$ cat src/rtl/mips_debug_shell.sv
// Run-control shell around the multi-cycle MIPS core: halt/run/step/jump at instruction boundaries,
// register snapshot, cycle/instruction counters; PC breakpoint built in when DBG_BREAKPOINT_EN is defined.
module mips_debug_shell #(
    parameter int DATA_W = 32,
    parameter int NREGS  = 32,
    parameter int CNT_W  = 32
) (
    input  logic                         clk,
    input  logic                         rst,
    input  logic                         core_inst_done,
    input  logic [DATA_W-1:0]            core_pc,
    input  logic [(NREGS-1)*DATA_W-1:0]  core_regs,
    output logic                         core_run,
    output logic                         core_jen,
    output logic [DATA_W-1:0]            core_jin,
    input  logic                         host_cmd_valid,
    output logic                         host_cmd_ready,
    input  logic [2:0]                   host_cmd_op,
    input  logic [DATA_W-1:0]            host_cmd_arg,
    input  logic [$clog2(NREGS)-1:0]     host_rd_sel,
    output logic [DATA_W-1:0]            host_rd_data,
    output logic [CNT_W-1:0]             cycle_cnt,
    output logic [CNT_W-1:0]             inst_cnt,
    output logic                         halted,
    output logic                         bp_hit,
    output logic                         cmd_err
);

    localparam logic [2:0] OP_HALT    = 3'd1;
    localparam logic [2:0] OP_RUN     = 3'd2;
    localparam logic [2:0] OP_STEP    = 3'd3;
    localparam logic [2:0] OP_JUMP    = 3'd4;
    localparam logic [2:0] OP_SET_BP  = 3'd5;
    localparam logic [2:0] OP_CLR_BP  = 3'd6;
    localparam logic [2:0] OP_CLR_CNT = 3'd7;
    localparam logic [CNT_W-1:0] CNT_ONE = 1;

    typedef enum logic [2:0] {S_HALT, S_RUN, S_DRAIN, S_STEP, S_JUMP} state_t;

    state_t              r_state;
    state_t              w_state_nxt;
    logic                r_core_run;
    logic                r_core_jen;
    logic [DATA_W-1:0]   r_core_jin;
    logic [DATA_W-1:0]   r_rd_data;
    logic [CNT_W-1:0]    r_cycle_cnt;
    logic [CNT_W-1:0]    r_inst_cnt;
    logic                r_cmd_err;
    logic [DATA_W-1:0]   r_snap [1:NREGS-1];
    logic                w_accept;
    logic                w_bp_match;
    logic                w_run_nxt;
    logic                w_jen_nxt;

    assign host_cmd_ready = (r_state == S_HALT) || (r_state == S_RUN);
    assign halted         = (r_state == S_HALT);
    assign w_accept       = host_cmd_valid && host_cmd_ready;
    assign core_run       = r_core_run;
    assign core_jen       = r_core_jen;
    assign core_jin       = r_core_jin;
    assign host_rd_data   = r_rd_data;
    assign cycle_cnt      = r_cycle_cnt;
    assign inst_cnt       = r_inst_cnt;
    assign cmd_err        = r_cmd_err;

`ifdef DBG_BREAKPOINT_EN
    logic              r_bp_valid;
    logic [DATA_W-1:0] r_bp_addr;
    logic              r_bp_hit;

    // Only a free-running core stops on the breakpoint; STEP and DRAIN finish their instruction.
    assign w_bp_match = (r_state == S_RUN) && core_inst_done && r_bp_valid && (core_pc == r_bp_addr);
    assign bp_hit     = r_bp_hit;

    always_ff @(posedge clk) begin
        if (rst) begin
            r_bp_valid <= 1'b0;
            r_bp_addr  <= '0;
            r_bp_hit   <= 1'b0;
        end else begin
            if (w_accept && host_cmd_op == OP_SET_BP) begin
                r_bp_addr  <= host_cmd_arg;
                r_bp_valid <= 1'b1;
            end else if (w_accept && host_cmd_op == OP_CLR_BP) begin
                r_bp_valid <= 1'b0;
            end
            if (w_bp_match)
                r_bp_hit <= 1'b1;
            else if (w_accept && (host_cmd_op == OP_RUN ||
                                  (host_cmd_op == OP_STEP && r_state == S_HALT)))
                r_bp_hit <= 1'b0;
        end
    end
`else
    logic w_unused_pc;
    assign w_unused_pc = ^core_pc;
    assign w_bp_match  = 1'b0;
    assign bp_hit      = 1'b0;
`endif

    always_ff @(posedge clk) begin
        if (rst) begin
            r_state    <= S_HALT;
            r_core_run <= 1'b0;
            r_core_jen <= 1'b0;
        end else begin
            r_state    <= w_state_nxt;
            r_core_run <= w_run_nxt;
            r_core_jen <= w_jen_nxt;
        end
    end

    always_comb begin
        w_state_nxt = r_state;
        case (r_state)
            S_HALT: begin
                if (w_accept) begin
                    case (host_cmd_op)
                        OP_RUN:  w_state_nxt = S_RUN;
                        OP_STEP: w_state_nxt = S_STEP;
                        OP_JUMP: w_state_nxt = S_JUMP;
                        default: w_state_nxt = S_HALT;
                    endcase
                end
            end
            S_RUN: begin
                // A HALT that coincides with a retire needs no drain.
                if (w_accept && host_cmd_op == OP_HALT)
                    w_state_nxt = core_inst_done ? S_HALT : S_DRAIN;
                else if (w_bp_match)
                    w_state_nxt = S_HALT;
            end
            S_DRAIN, S_STEP: begin
                if (core_inst_done)
                    w_state_nxt = S_HALT;
            end
            S_JUMP:  w_state_nxt = S_HALT;
            default: w_state_nxt = S_HALT;
        endcase
    end

    always_comb begin
        w_run_nxt = (w_state_nxt == S_RUN) || (w_state_nxt == S_DRAIN) || (w_state_nxt == S_STEP);
        w_jen_nxt = (w_state_nxt == S_JUMP);
    end

    always_ff @(posedge clk) begin
        if (rst) begin
            r_core_jin  <= '0;
            r_cmd_err   <= 1'b0;
            r_cycle_cnt <= '0;
            r_inst_cnt  <= '0;
        end else begin
            if (w_jen_nxt)
                r_core_jin <= host_cmd_arg;
            if (w_accept && r_state == S_RUN &&
                (host_cmd_op == OP_STEP || host_cmd_op == OP_JUMP))
                r_cmd_err <= 1'b1;
            if (w_accept && host_cmd_op == OP_CLR_CNT) begin
                r_cycle_cnt <= '0;
                r_inst_cnt  <= '0;
            end else begin
                if (r_core_run && r_cycle_cnt != '1)
                    r_cycle_cnt <= r_cycle_cnt + CNT_ONE;
                if (r_core_run && core_inst_done && r_inst_cnt != '1)
                    r_inst_cnt <= r_inst_cnt + CNT_ONE;
            end
        end
    end

    always_ff @(posedge clk) begin
        if (rst) begin
            for (int i = 1; i < NREGS; i++)
                r_snap[i] <= '0;
            r_rd_data <= '0;
        end else begin
            if (core_inst_done)
                for (int i = 1; i < NREGS; i++)
                    r_snap[i] <= core_regs[(i-1)*DATA_W +: DATA_W];
            if (host_rd_sel == '0 || int'(host_rd_sel) >= NREGS)
                r_rd_data <= '0;
            else
                r_rd_data <= r_snap[host_rd_sel];
        end
    end

endmodule

$ cat config.mk
export PLATFORM = sky130hd
export DESIGN_NAME = mips_debug_shell
export DESIGN_NICKNAME = d
export VERILOG_FILES = /design/src/rtl/mips_debug_shell.sv
export SDC_FILE = /design/constraint.sdc
export NUM_CORES = 2
export LEC_CHECK = 0
export BUFFER_PORTS_ARGS = -buffer_cell sky130_fd_sc_hd__buf_2
export CELL_PAD_IN_SITES_DETAIL_PLACEMENT = 1
export CELL_PAD_IN_SITES_GLOBAL_PLACEMENT = 1
export CORE_AREA = 2 2 469 471
export DETAILED_ROUTE_END_ITERATION = 12
export DIE_AREA = 0 0 471 473
export PLACE_DENSITY = 0.46
export SLEW_MARGIN = 20
export SYNTH_ARGS = -nofsm -noshare
export SYNTH_HDL_FRONTEND = slang
export SYNTH_SLANG_ARGS = --single-unit
$ cat constraint.sdc
create_clock -name clk -period 16.5 [get_ports clk]
set_input_delay 2.475 -clock clk [delete_from_list [all_inputs] [get_ports clk]]
set_output_delay 2.475 -clock clk [all_outputs]
set_load 0.1 [all_outputs]
==> results.yml <==
outcome:
  status: "completed"
sta:
  setup_tns_ns: 0
  hold-worst-slack_ns: 0.451
  worst_pin_slew_ns: 1.37
  rsz0062_at_grt: "no"
  hold_viol: 0
  fin_ws_ns: 10.22
  timing.fmax_mhz: 159
  period_share: 0.381
  setup_viol: 0
  fin_crit_ns: 6.28
  relSlewSlack: 0.0896
  slew_violations: 0
  clock_skew_ns: 0.0458
power_and_ir_drop:
  p_seq_frac: 0.472
  power.clock.fraction: 0.429
  p_leak_nw: 24.9
  p_comb_frac: 0.099
  cellPowerDensity_nw_per_um2: 114
  ir_worst_vdd_mv: 0.0848
  power_switching_mw: 1.82
  p_int_mw: 5.38
  sw_frac_of_total: 0.252
  power_mw: 7.20
synth:
  yosys-top-cells-area: "edfxtp_1 60%, and2_1 13%, mux4_2 7.3%"
  ys_ff_latch: 1126
  synth_edf_count: 992
  syn-cell-area_um2: 49600
  ys_types: 66
  synthCells: 3472
  netlist.area_leader.share: 0.601
  yosysTopAreaCell: "edfxtp_1"
  yosysSeqAreaShare: 0.655
  ys_async_sr_fraction: 0
  postSynthAreaPerCell_um2: 14.3
  syn_nets: 4542
  synthFlopType: "edfxtp_1"
  yosysWarningCount: 0
worst_setup_path:
  worst_path_largest_cell_delay_ns: 1.17
  crit_fanout: 69
  worst-path-buf-inv: 4
  endpoint: "host_rd_data[15]"
  r2r_slack_ns: 13.96
  crit_path_cell_trace: "buf_8 > buf_4 > buf_4 > buf_12 > mux2i_1 > o22ai_1 > a2111oi_2 > nor3_1"
  cp_top_family: "buffers and inverters"
  cp-startpoint: "host_rd_sel[1]"
  arrival_ns: 6.85
  cp.depth: 8
  cpMaxStageDelayCell: "a2111oi_2"
  r2r-start: "r_snap[6][15]"
  crit_type: "in2reg"
  r2r_end: "host_rd_data[15]"
  crit_top_cell: "buf_4"
  end_kind: "flop"
  rr_worst_depth: 4
  cp.required_ns: 17.07
  cp-start-kind: "primary input"
layout:
  area.sequential_um2: 32500
  area_growth_pct: 27.7
  fill_cells: 23700
  final_util: 0.290
  drive_gt1_frac: 0.345
  multi_input_area_um2: 16200
  fin_cells: 7646
  nets: 5660
  finalInstanceArea_um2: 63300
  final_common_cell: "buf_2"
  layout_common_cells: "1165 x buf_2, 995 x and2_1, 992 x edfxtp_1"
clock_tree:
  cts.hold.buffers_added: 0
  postCtsSetupBuffers: 0
  cts_tree: "yes"
  cts_resized: 0
  clkLatencyLatePin_ns: 0.79
  root_buffer: "clkbuf_16"
  h-tree-depth: 4
  numCtsBuffers: 143
  path_clk_slew_ns: 0.05
  cts.sinks: 1126
  clockBufferDepth: 3
die:
  die_area_um2: 223000
  coreArea_um2: 218000
  die_w_um: 471
  die_y_um: 473
  ios: 1202
  start_util: 0.227
  placementRows: 172
routing:
  wl_per_cell_um: 28.0
  drc_errors: 0
  routed_wl_um: 214000
  dr.pass1.iters: 4
  num_vias: 33700
  avgViaCountPerCell: 4.40
  ant_nets: 0
  drtIter0Drc: 1933
grt:
  antenna_found_initial: 251
  grt_first_pass_wirelength_um: 288000
  grt_pass1_vias: 35100
  grtUsageTotal: 0.187
  grt.overflow.total: 0
  grt_max_degree: 234
worst_hold_path:
  hold_path_class: "reg2reg"
flow_run:
  maxCapViolations: 0
placement:
  place_area_um2: 58600
  dp_cells: 7316
  port_buffers: 1168
  place.detailed.hpwl_um: 163000
  place_congestion: 0.803
  detailedPlace.worstSlack_ns: 9.55
## sequential cells by signal, indices dropped and copies added, names as in the netlist
name	cells
core_jen	1
r_snap	992
r_state	3
cmd_err	1
host_rd_data	32
inst_cnt	32
core_run	1
core_jin	32
cycle_cnt	32
## power groups by stage
stage / sequential [mW] / combinational [mW] / clock, mW
floorplan: 3.55 / 0.324 / 0
global placement: 3.45 / 0.743 / 0
detailed placement: 3.46 / 0.748 / 0
CTS: 3.40 / 0.751 / 3.20
global route: 3.41 / 0.778 / 3.30
finish: 3.39 / 0.714 / 3.09
## worst reg2reg max path, delay by kind of cell, from the launching register on
kind | cells | cell delay, ns
mux | 1 | 0.48
compound gates | 2 | 1.41
flops | 1 | 0.36
simple gates | 1 | 0.11
## per-layer routing
layer  track usage  routed length (um)
met1         0.203               79300
met2         0.343              111000
met3        0.0718               17600
met4        0.0403                5190
met5             0                1030
## cells in the mapped netlist (all sizes together), types with 16 or more instances
library cell / number
dfxtp: 134
o22ai: 32
a211oi: 22
clkbuf: 196
or3: 39
nand4: 21
o21ai: 38
a21oi: 164
or4: 16
nand2: 96
o31ai: 23
a21boi: 20
nor3: 24
buf: 51
nand3: 40
nor2: 55
mux2i: 150
edfxtp: 992
mux4: 160
o221ai: 20
and2: 996
and3: 20
a22oi: 52
## worst min path at each step
stage	end	slack, ns	depth (start not counted)	start
4_1_cts	core_jin[16]	0.46	2	core_jin[16]
6_report	core_jin[26]	0.45	2	core_jin[26]
3_5_place_dp	core_jin[26]	0.45	2	core_jin[26]
2_1_floorplan	r_state[1]	0.63	2	r_state[2]
5_1_grt	core_jin[2]	0.47	2	core_jin[2]
3_3_place_gp	core_jin[15]	0.44	2	core_jin[15]
## layout make-up
class,instances,area share
Timing Repair Buffer,1220,0.100
Multi-Input combinational cell,2089,0.255
Antenna cell,69,0.00273
Clock inverter,75,0.0114
Inverter,10,0.000593
Clock buffer,186,0.0609
Sequential cell,1126,0.513
Tap cell,2871,0.0567
## cell families (layout without fill, tap and decap cells)
kind of cell	Yosys count	after routing	synth area share
mux	323	323	0.106
fa+ha+maj	2	2	0.000504
buf+inv	257	1491	0.0214
other cells	1	70	0.0000756
compound gates	418	418	0.0540
xor+xnor	7	7	0.00124
flops	1126	1126	0.655
simple gates	1338	1338	0.162
No activity file was read; power rests on OpenSTA's default activity.
